**src/rtl/exc_sequencer.sv**
```systemverilog
// Exception request sequencer in front of CP0: picks one trap, interrupt or eret,
// stalls and drains the pipe, pulses the commit to CP0, then pulses a flush to fetch.
module exc_sequencer #(
  parameter int DRAIN_CYCLES = 2,
  parameter int SYNC_STAGES  = 2
) (
  input  logic        clk_sig,
  input  logic        rst_sig,
  input  logic        syscall_req,
  input  logic        break_req,
  input  logic        teq_req,
  input  logic        eret_req,
  input  logic        ext_irq,
  input  logic [31:0] pc_in,
  input  logic [31:0] status_in,
  output logic        exc_flag,
  output logic        eret_flag,
  output logic [4:0]  cause_val,
  output logic [31:0] pc_val,
  output logic        stall_out,
  output logic        flush_out,
  output logic        irq_pending,
  output logic [2:0]  state_dbg_o
);

  typedef enum logic [2:0] {
    S_IDLE     = 3'd0,
    S_DRAIN    = 3'd1,
    S_COMMIT   = 3'd2,
    S_ERET     = 3'd3,
    S_REDIRECT = 3'd4
  } state_e;

  localparam logic [3:0] CNT_LOAD = 4'(DRAIN_CYCLES - 1);

  state_e                 state_q, state_d;
  logic [3:0]             cnt_q, cnt_d;
  logic [4:0]             cause_q, cause_d;
  logic [31:0]            pc_q, pc_d;
  logic                   pend_q, pend_d;
  logic [SYNC_STAGES-1:0] sync_q;
  logic                   irq_prev_q;

  logic irq_rise, irq_taken;
  logic brk_ok, sys_ok, teq_ok, irq_ok;
  logic unused_status;

  assign unused_status = ^status_in[31:5];

  always_ff @(posedge clk_sig or negedge rst_sig) begin
    if (!rst_sig) begin
      sync_q     <= '0;
      irq_prev_q <= 1'b0;
    end else begin
      sync_q     <= {sync_q[SYNC_STAGES-2:0], ext_irq};
      irq_prev_q <= sync_q[SYNC_STAGES-1];
    end
  end

  assign irq_rise  = sync_q[SYNC_STAGES-1] & ~irq_prev_q;
  // Cause 0 is only ever latched for an interrupt, so it identifies the irq commit.
  assign irq_taken = (state_q == S_COMMIT) && (cause_q == 5'd0);
  assign pend_d    = irq_rise | (pend_q & ~irq_taken);

  assign brk_ok = status_in[0] & status_in[2] & break_req;
  assign sys_ok = status_in[0] & status_in[1] & syscall_req;
  assign teq_ok = status_in[0] & status_in[3] & teq_req;
  assign irq_ok = status_in[0] & status_in[4] & pend_q;

  always_ff @(posedge clk_sig or negedge rst_sig) begin
    if (!rst_sig) begin
      state_q <= S_IDLE;
      cnt_q   <= 4'd0;
      cause_q <= 5'd0;
      pc_q    <= 32'd0;
      pend_q  <= 1'b0;
    end else begin
      state_q <= state_d;
      cnt_q   <= cnt_d;
      cause_q <= cause_d;
      pc_q    <= pc_d;
      pend_q  <= pend_d;
    end
  end

  // Requests are levels sampled only in IDLE; acceptance is implicit and is
  // visible as stall_out (or eret_flag) in the following cycle.
  always_comb begin
    state_d   = state_q;
    cnt_d     = cnt_q;
    cause_d   = cause_q;
    pc_d      = pc_q;
    exc_flag  = 1'b0;
    eret_flag = 1'b0;
    stall_out = 1'b0;
    flush_out = 1'b0;
    case (state_q)
      S_IDLE: begin
        if (brk_ok || sys_ok || teq_ok || irq_ok) begin
          state_d = S_DRAIN;
          cnt_d   = CNT_LOAD;
          pc_d    = pc_in;
          if (brk_ok)      cause_d = 5'd9;
          else if (sys_ok) cause_d = 5'd8;
          else if (teq_ok) cause_d = 5'd13;
          else             cause_d = 5'd0;
        end else if (eret_req) begin
          state_d = S_ERET;
        end
      end
      S_DRAIN: begin
        stall_out = 1'b1;
        if (cnt_q == 4'd0) state_d = S_COMMIT;
        else               cnt_d   = cnt_q - 4'd1;
      end
      S_COMMIT: begin
        exc_flag  = 1'b1;
        stall_out = 1'b1;
        state_d   = S_REDIRECT;
      end
      S_ERET: begin
        eret_flag = 1'b1;
        stall_out = 1'b1;
        state_d   = S_REDIRECT;
      end
      S_REDIRECT: begin
        flush_out = 1'b1;
        state_d   = S_IDLE;
      end
      default: state_d = S_IDLE;
    endcase
  end

  assign cause_val   = cause_q;
  assign pc_val      = pc_q;
  assign irq_pending = pend_q;
  assign state_dbg_o = state_q;

endmodule

```
**config.mk**
```make
export PLATFORM = sky130hd
export DESIGN_NAME = exc_sequencer
export DESIGN_NICKNAME = d
export VERILOG_FILES = /design/src/rtl/exc_sequencer.sv
export SDC_FILE = /design/constraint.sdc
export NUM_CORES = 1
export LEC_CHECK = 0
export ABC_AREA = 1
export CORE_UTILIZATION = 41
export CTS_CLUSTER_SIZE = 14
export DETAILED_ROUTE_END_ITERATION = 8
export MAX_ROUTING_LAYER = met4
export PLACE_DENSITY_LB_ADDON = 0.3
export SLEW_MARGIN = 15
export SYNTH_ARGS = -nofsm -noshare
export SYNTH_HDL_FRONTEND = slang
export SYNTH_SLANG_ARGS = --single-unit
```
**constraint.sdc**
```tcl
create_clock -name clk_sig -period 3.85 [get_ports clk_sig]
set_input_delay 1.155 -clock clk_sig [delete_from_list [all_inputs] [get_ports clk_sig]]
set_output_delay 1.155 -clock clk_sig [all_outputs]
set_load 0.03 [all_outputs]
```
After elaboration in Yosys (flattened, before gate mapping)
Index checks and enable logic that the tools add are counted.
Widths: inputs -> output; s select.
{"block": "totals", "ff_bits": 48, "input_bits": 71, "output_inout_bits": 45, "word_cells": 56}
{"block": "classes", "add_sub_neg": 1, "eq_ne": 8, "n_mux": 14, "n_bitwise": 13, "reduce_logical": 13}
{"op": "$mux 4", "count": 5}
{"op": "$and 1x1->1", "count": 10}
{"op": "$mux 3", "count": 3}
{"op": "$pmux 3 s3", "count": 1}
{"op": "$pmux 4 s2", "count": 1}
{"op": "$eq 3x2->1 const B", "count": 2}
{"op": "$ne 2x2->1 const B", "count": 3}
{"op": "$logic_not 5->1", "count": 1}
{"op": "$logic_not 4->1", "count": 1}
{"op": "$mux 1", "count": 4}
{"op": "$reduce_and 2->1", "count": 2}
{"op": "$sub 4x1->4 const B", "count": 1}
{"op": "$eq 3x1->1 const B", "count": 1}
{"op": "$eq 3x3->1 const B", "count": 1}
{"op": "$logic_not 3->1", "count": 1}
{"op": "$logic_or 1x1->1", "count": 3}
{"op": "$ne 3x3->1 const B", "count": 1}
{"op": "$reduce_and 3->1", "count": 1}
{"op": "$reduce_or 3->1", "count": 1}
{"op": "$not 1->1", "count": 2}
{"op": "$reduce_bool 2->1", "count": 1}
{"op": "$reduce_or 2->1", "count": 1}
{"op": "$logic_and 1x1->1", "count": 1}
{"op": "$or 1x1->1", "count": 1}

Logic depth before layout (Yosys ltp)
{"block": "logic_depth", "ltp_word": 7, "ltp_mapped": 7}

Worst setup path after synthesis
No wires, ideal clock.
{"block": "synth_path", "kind": "flip-flop to output port", "start": "reg state_q[2] (netlist: state_dbg_o[2])", "end": "out exc_flag", "t_arrival_ps": 1242, "t_required_ps": 2695, "path_slack_ps": 1453, "path_stages_with_launch": 4, "path_buffers": 0, "path_cell_list": "dfrtp_1 > inv_1 > nand2_1 > nor2_1"}
{"block": "synth_between", "elab_chain_cells": 2}
{"item": "start: declaration", "line": "36", "source": "state_e state_q, state_d;"}
{"item": "start signal: assignment", "line": "78", "source": "state_q <= state_d;"}
{"item": "$eq 3x2->1", "line": "97", "source": "case (state_q)"}
{"item": "$mux 1", "line": "97"}
{"item": "end: declaration", "line": "16", "source": "output logic exc_flag,"}
No other way between the ends.

Worst setup path in the final report
Same ends and word-level chain as after synthesis.

==> impl_table.tex <==
\begin{tabular}{lr}
\hline
Metric & Value \\
\hline
\multicolumn{2}{l}{\textbf{Yosys}} \\
Portion of synthesized cell area occupied by the leading cell type & 0.570 \\
Library cell occupying the most area in the post-synthesis netlist & sky130\_fd\_sc\_hd\_\_dfrtp\_1 \\
Flip-flop cell with the highest count after synthesis & sky130\_fd\_sc\_hd\_\_dfrtp\_1 \\
Post-synthesis instance area & 2020 um\^{}2 \\
Portion of the post-synthesis area used by sequential elements & 0.570 \\
Ys Warns & 0 \\
Top-count cell post-synth & sky130\_fd\_sc\_hd\_\_nand2\_1 \\
Post-synthesis cell count & 225 \\
Main area contributors after synthesis & sky130\_fd\_sc\_hd\_\_dfrtp\_1, sky130\_fd\_sc\_hd\_\_nand2\_1, sky130\_fd\_sc\_hd\_\_nand3\_1, sky130\_fd\_sc\_hd\_\_buf\_6, sky130\_fd\_sc\_hd\_\_inv\_1 \\
Count of state elements after synthesis & 46 \\
Library cells used by synthesis & 25 \\
Top cells by count, synth & sky130\_fd\_sc\_hd\_\_nand2\_1, sky130\_fd\_sc\_hd\_\_dfrtp\_1, sky130\_fd\_sc\_hd\_\_nand3\_1, sky130\_fd\_sc\_hd\_\_inv\_1, sky130\_fd\_sc\_hd\_\_nor2\_1 \\
Number of flops mapped to enable cells by yosys & 0 \\
Async S/R FF share, synth & 1.00 \\
Synthesized area divided by synthesized cell count & 8.98 um\^{}2 \\
\multicolumn{2}{l}{\textbf{Floorplanning}} \\
IO Pins & 116 \\
Effective utilization at floorplan & 0.428 \\
X dimension of the die & a little over 70 um \\
Die area & 5210 um\^{}2 \\
Total core area & around 4700 um\^{}2 \\
Height of the chip & 72.2 um \\
Number of placement rows & 25 \\
\multicolumn{2}{l}{\textbf{Power}} \\
Combinational power share & 0.563 \\
Power per cell area & 872 nW/um\^{}2 \\
Power Internal & about 1.4 mW \\
Peak supply drop & approximately 0.00043 V \\
Fraction of power consumed by sequential logic & 0.322 \\
Switching part of the total power & 0.458 \\
LEAKAGE & 1.45 nW \\
Total Power Consumption & between 2 and 3 mW \\
Clock network power share & 0.115 \\
Reported net switching power & 1.18 mW \\
\multicolumn{2}{l}{\textbf{Global route}} \\
Pin count of the biggest net entering global routing & 47 \\
GRT Total Usage & 0.198 \\
Via count of the first global-routing pass & roughly 1700 \\
Number of antenna violations at the first check in global routing & 0 \\
Total global routing overflow & 0 \\
Wire length of the first global-routing pass & 7790 um \\
\multicolumn{2}{l}{\textbf{Layout}} \\
Proportion of layout cells with a drive suffix above 1 & 0.0550 \\
Layout net count & 380 \\
Area growth syn-to-layout & 46.7\% \\
Antenna diodes & 0 \\
Final-layout fill cell count & 430 \\
\multicolumn{2}{l}{\textbf{Route}} \\
Routed WL per cell & approximately 12 um \\
DR DRC count & 0 \\
Routed vias & 1779 \\
Post-DR vias/cell & 4.73 \\
Detailed-routing iteration count for the pre-antenna-repair pass & 4 \\
Post-DRT Antenna Nets & 0 \\
Wirelength, routed & about 4500 um \\
Initial DRC count & 113 \\
\multicolumn{2}{l}{\textbf{Hold path}} \\
Worst min path class & register to register \\
\multicolumn{2}{l}{\textbf{Clock network}} \\
Max Buffers Root-to-Sink & 2 \\
Clock buffers created by TritonCTS & 5 \\
TritonCTS clock tree & built \\
Clk\_lat worst skew & 290 ps \\
Clk sinks & 46 \\
Clock tree root driver cell & sky130\_fd\_sc\_hd\_\_clkbuf\_8 \\
Clock transition at path regs & 80 ps \\
Resize count post-CTS & 0 \\
Count of H-tree levels built during CTS & 2 \\
Post-CTS repair timing setup buffer count & 0 \\
Quantity of hold-fixing buffers added after cts & 0 \\
\multicolumn{2}{l}{\textbf{STA}} \\
Total negative slack & 0 ps \\
Ratio of final minimum period to clock period & 0.781 \\
Pins Over Slew Limit & 0 \\
Worst clock skew on the final layout & a little over 7 ps \\
Count of endpoints failing setup in the final report & 0 \\
Max frequency & 332 MHz \\
Worst-Margin Slew & around 1000 ps \\
Min Clock Period, post-route & 3010 ps \\
Worst rel slew slack & 0.335 \\
RSZ-0062 raised after global routing & false \\
Number of hold-slack violations in the final timing report & 0 \\
\multicolumn{2}{l}{\textbf{Worst setup path}} \\
Cell at the slowest stage of the critical path & sky130\_fd\_sc\_hd\_\_clkdlybuf4s50\_1 \\
Biggest fanout along the worst timing path & 5 \\
Setup crit end kind & output port \\
Number of buffers and inverters on the critical path & 2 \\
Arrival time of the worst setup path & 1850 ps \\
Required time of the critical path & between 2000 and 3000 ps \\
Critical Path, Cell by Cell & inv\_1, nand2\_1, nor2\_1, clkdlybuf4s50\_1 \\
Cell family contributing the most delay on the critical path & buffers and inverters \\
Longest individual stage delay on the worst path & 710 ps \\
Type of the worst setup path & register to output port \\
Element type at the critical path start & register \\
\multicolumn{2}{l}{\textbf{Run}} \\
Count of maximum capacitance violations & 0 \\
\multicolumn{2}{l}{\textbf{Placement}} \\
Buffers added on ports & between 80 and 90 \\
Detail Placement HPWL & approximately 3200 um \\
Final weighted congestion in routability-driven placement & around 0.81 \\
\multicolumn{2}{l}{\textbf{Status}} \\
Status & completed \\
\hline
\end{tabular}
-- logic make-up (layout without fill, tap and decap cells) --
family,after synthesis,in the layout,share of synthesized area
simple gates,147,147,0.330
flops,46,46,0.570
buf+inv,24,107,0.0706
compound gates,5,5,0.0173
fa+ha+maj,1,1,0.00619
other cells,1,2,0.00186
xor+xnor,1,1,0.00434
-- worst reg2reg max path, stage by stage (launching register included) --
cell and delay [ps]:
sky130_fd_sc_hd__dfrtp_1 410, sky130_fd_sc_hd__nand3_1 170, sky130_fd_sc_hd__nand4_2 440, sky130_fd_sc_hd__nand2_4 550
sky130_fd_sc_hd__nand3_1 150, sky130_fd_sc_hd__nand2_1 90
-- sequential cells by signal, indices dropped and copies added, names as in the netlist --
signal	cells
sync_q	2
cnt_q	4
irq_prev_q	1
pc_val	32
cause_val	3
irq_pending	1
state_dbg_o	3
-- per-stage QoR --
step	instances	instance area [um^2]	setup slack [ps]	util	hold WS, ps
2_1_floorplan	226	2020	1450	-	331
3_3_place_gp	368	2870	789	0.608	335
3_5_place_dp	368	2870	753	0.608	335
4_1_cts	376	2970	824	0.628	354
5_1_grt	376	2970	758	0.628	355
6_report	376	2970	842	0.628	354
-- routing by layer --
| layer | GRT usage | part of all wire |
|---|---|---|
| met5 | - | 0 |
| met4 | 0.0479 | 0.010 |
| met1 | 0.237 | 0.44 |
| met2 | 0.328 | 0.50 |
| met3 | 0.0611 | 0.057 |
-- path summary, 6_finish.rpt --
kind / end / cells past startpoint / start / slack [ps]
worst max-delay path: exc_flag / 4 / state_dbg_o[2] / 840
worst min-delay path: sync_q[1] / 0 / sync_q[0] / 350
worst max register to register: cnt_q[1] / 5 / irq_pending / 1980
worst min register to register: sync_q[1] / 0 / sync_q[0] / 350
max in group asynchronous: pc_val[21] / 1 / rst_sig / 2210
min in group asynchronous: irq_pending / 1 / rst_sig / 1030
-- area by class of cell --
cell class,count,area (um^2),area share
sequential,46,1150,0.388
timing repair buffer,87,863,0.291
multi-input combinational,156,731,0.246
clock buffer,7,86.3,0.0291
tap,67,83.8,0.0283
inverter,12,45.0,0.0152
clock inverter,1,5.00,0.00169
-- power groups by stage --
stage                     registers (mW)  logic, mW  clock network [mW]
final                              0.833       1.45               0.297
after detailed placement           0.841       1.47                   0
after floorplan                     1.20      0.572                   0
after global routing               0.861       1.59               0.327
after global placement             0.831       1.44                   0
after CTS                          0.835       1.47               0.308
-- placed cells by master (no fill, tap or decap), types with 2 or more instances in the layout --
master / instances
sky130_fd_sc_hd__nand3_1: 44
sky130_fd_sc_hd__nor2_1: 10
sky130_fd_sc_hd__dfrtp_1: 46
sky130_fd_sc_hd__inv_1: 12
sky130_fd_sc_hd__o21ai_2: 2
sky130_fd_sc_hd__clkdlybuf4s50_1: 85
sky130_fd_sc_hd__conb_1: 2
sky130_fd_sc_hd__clkbuf_8: 6
sky130_fd_sc_hd__nand2_1: 83
Power figures use the tool's default switching activity.
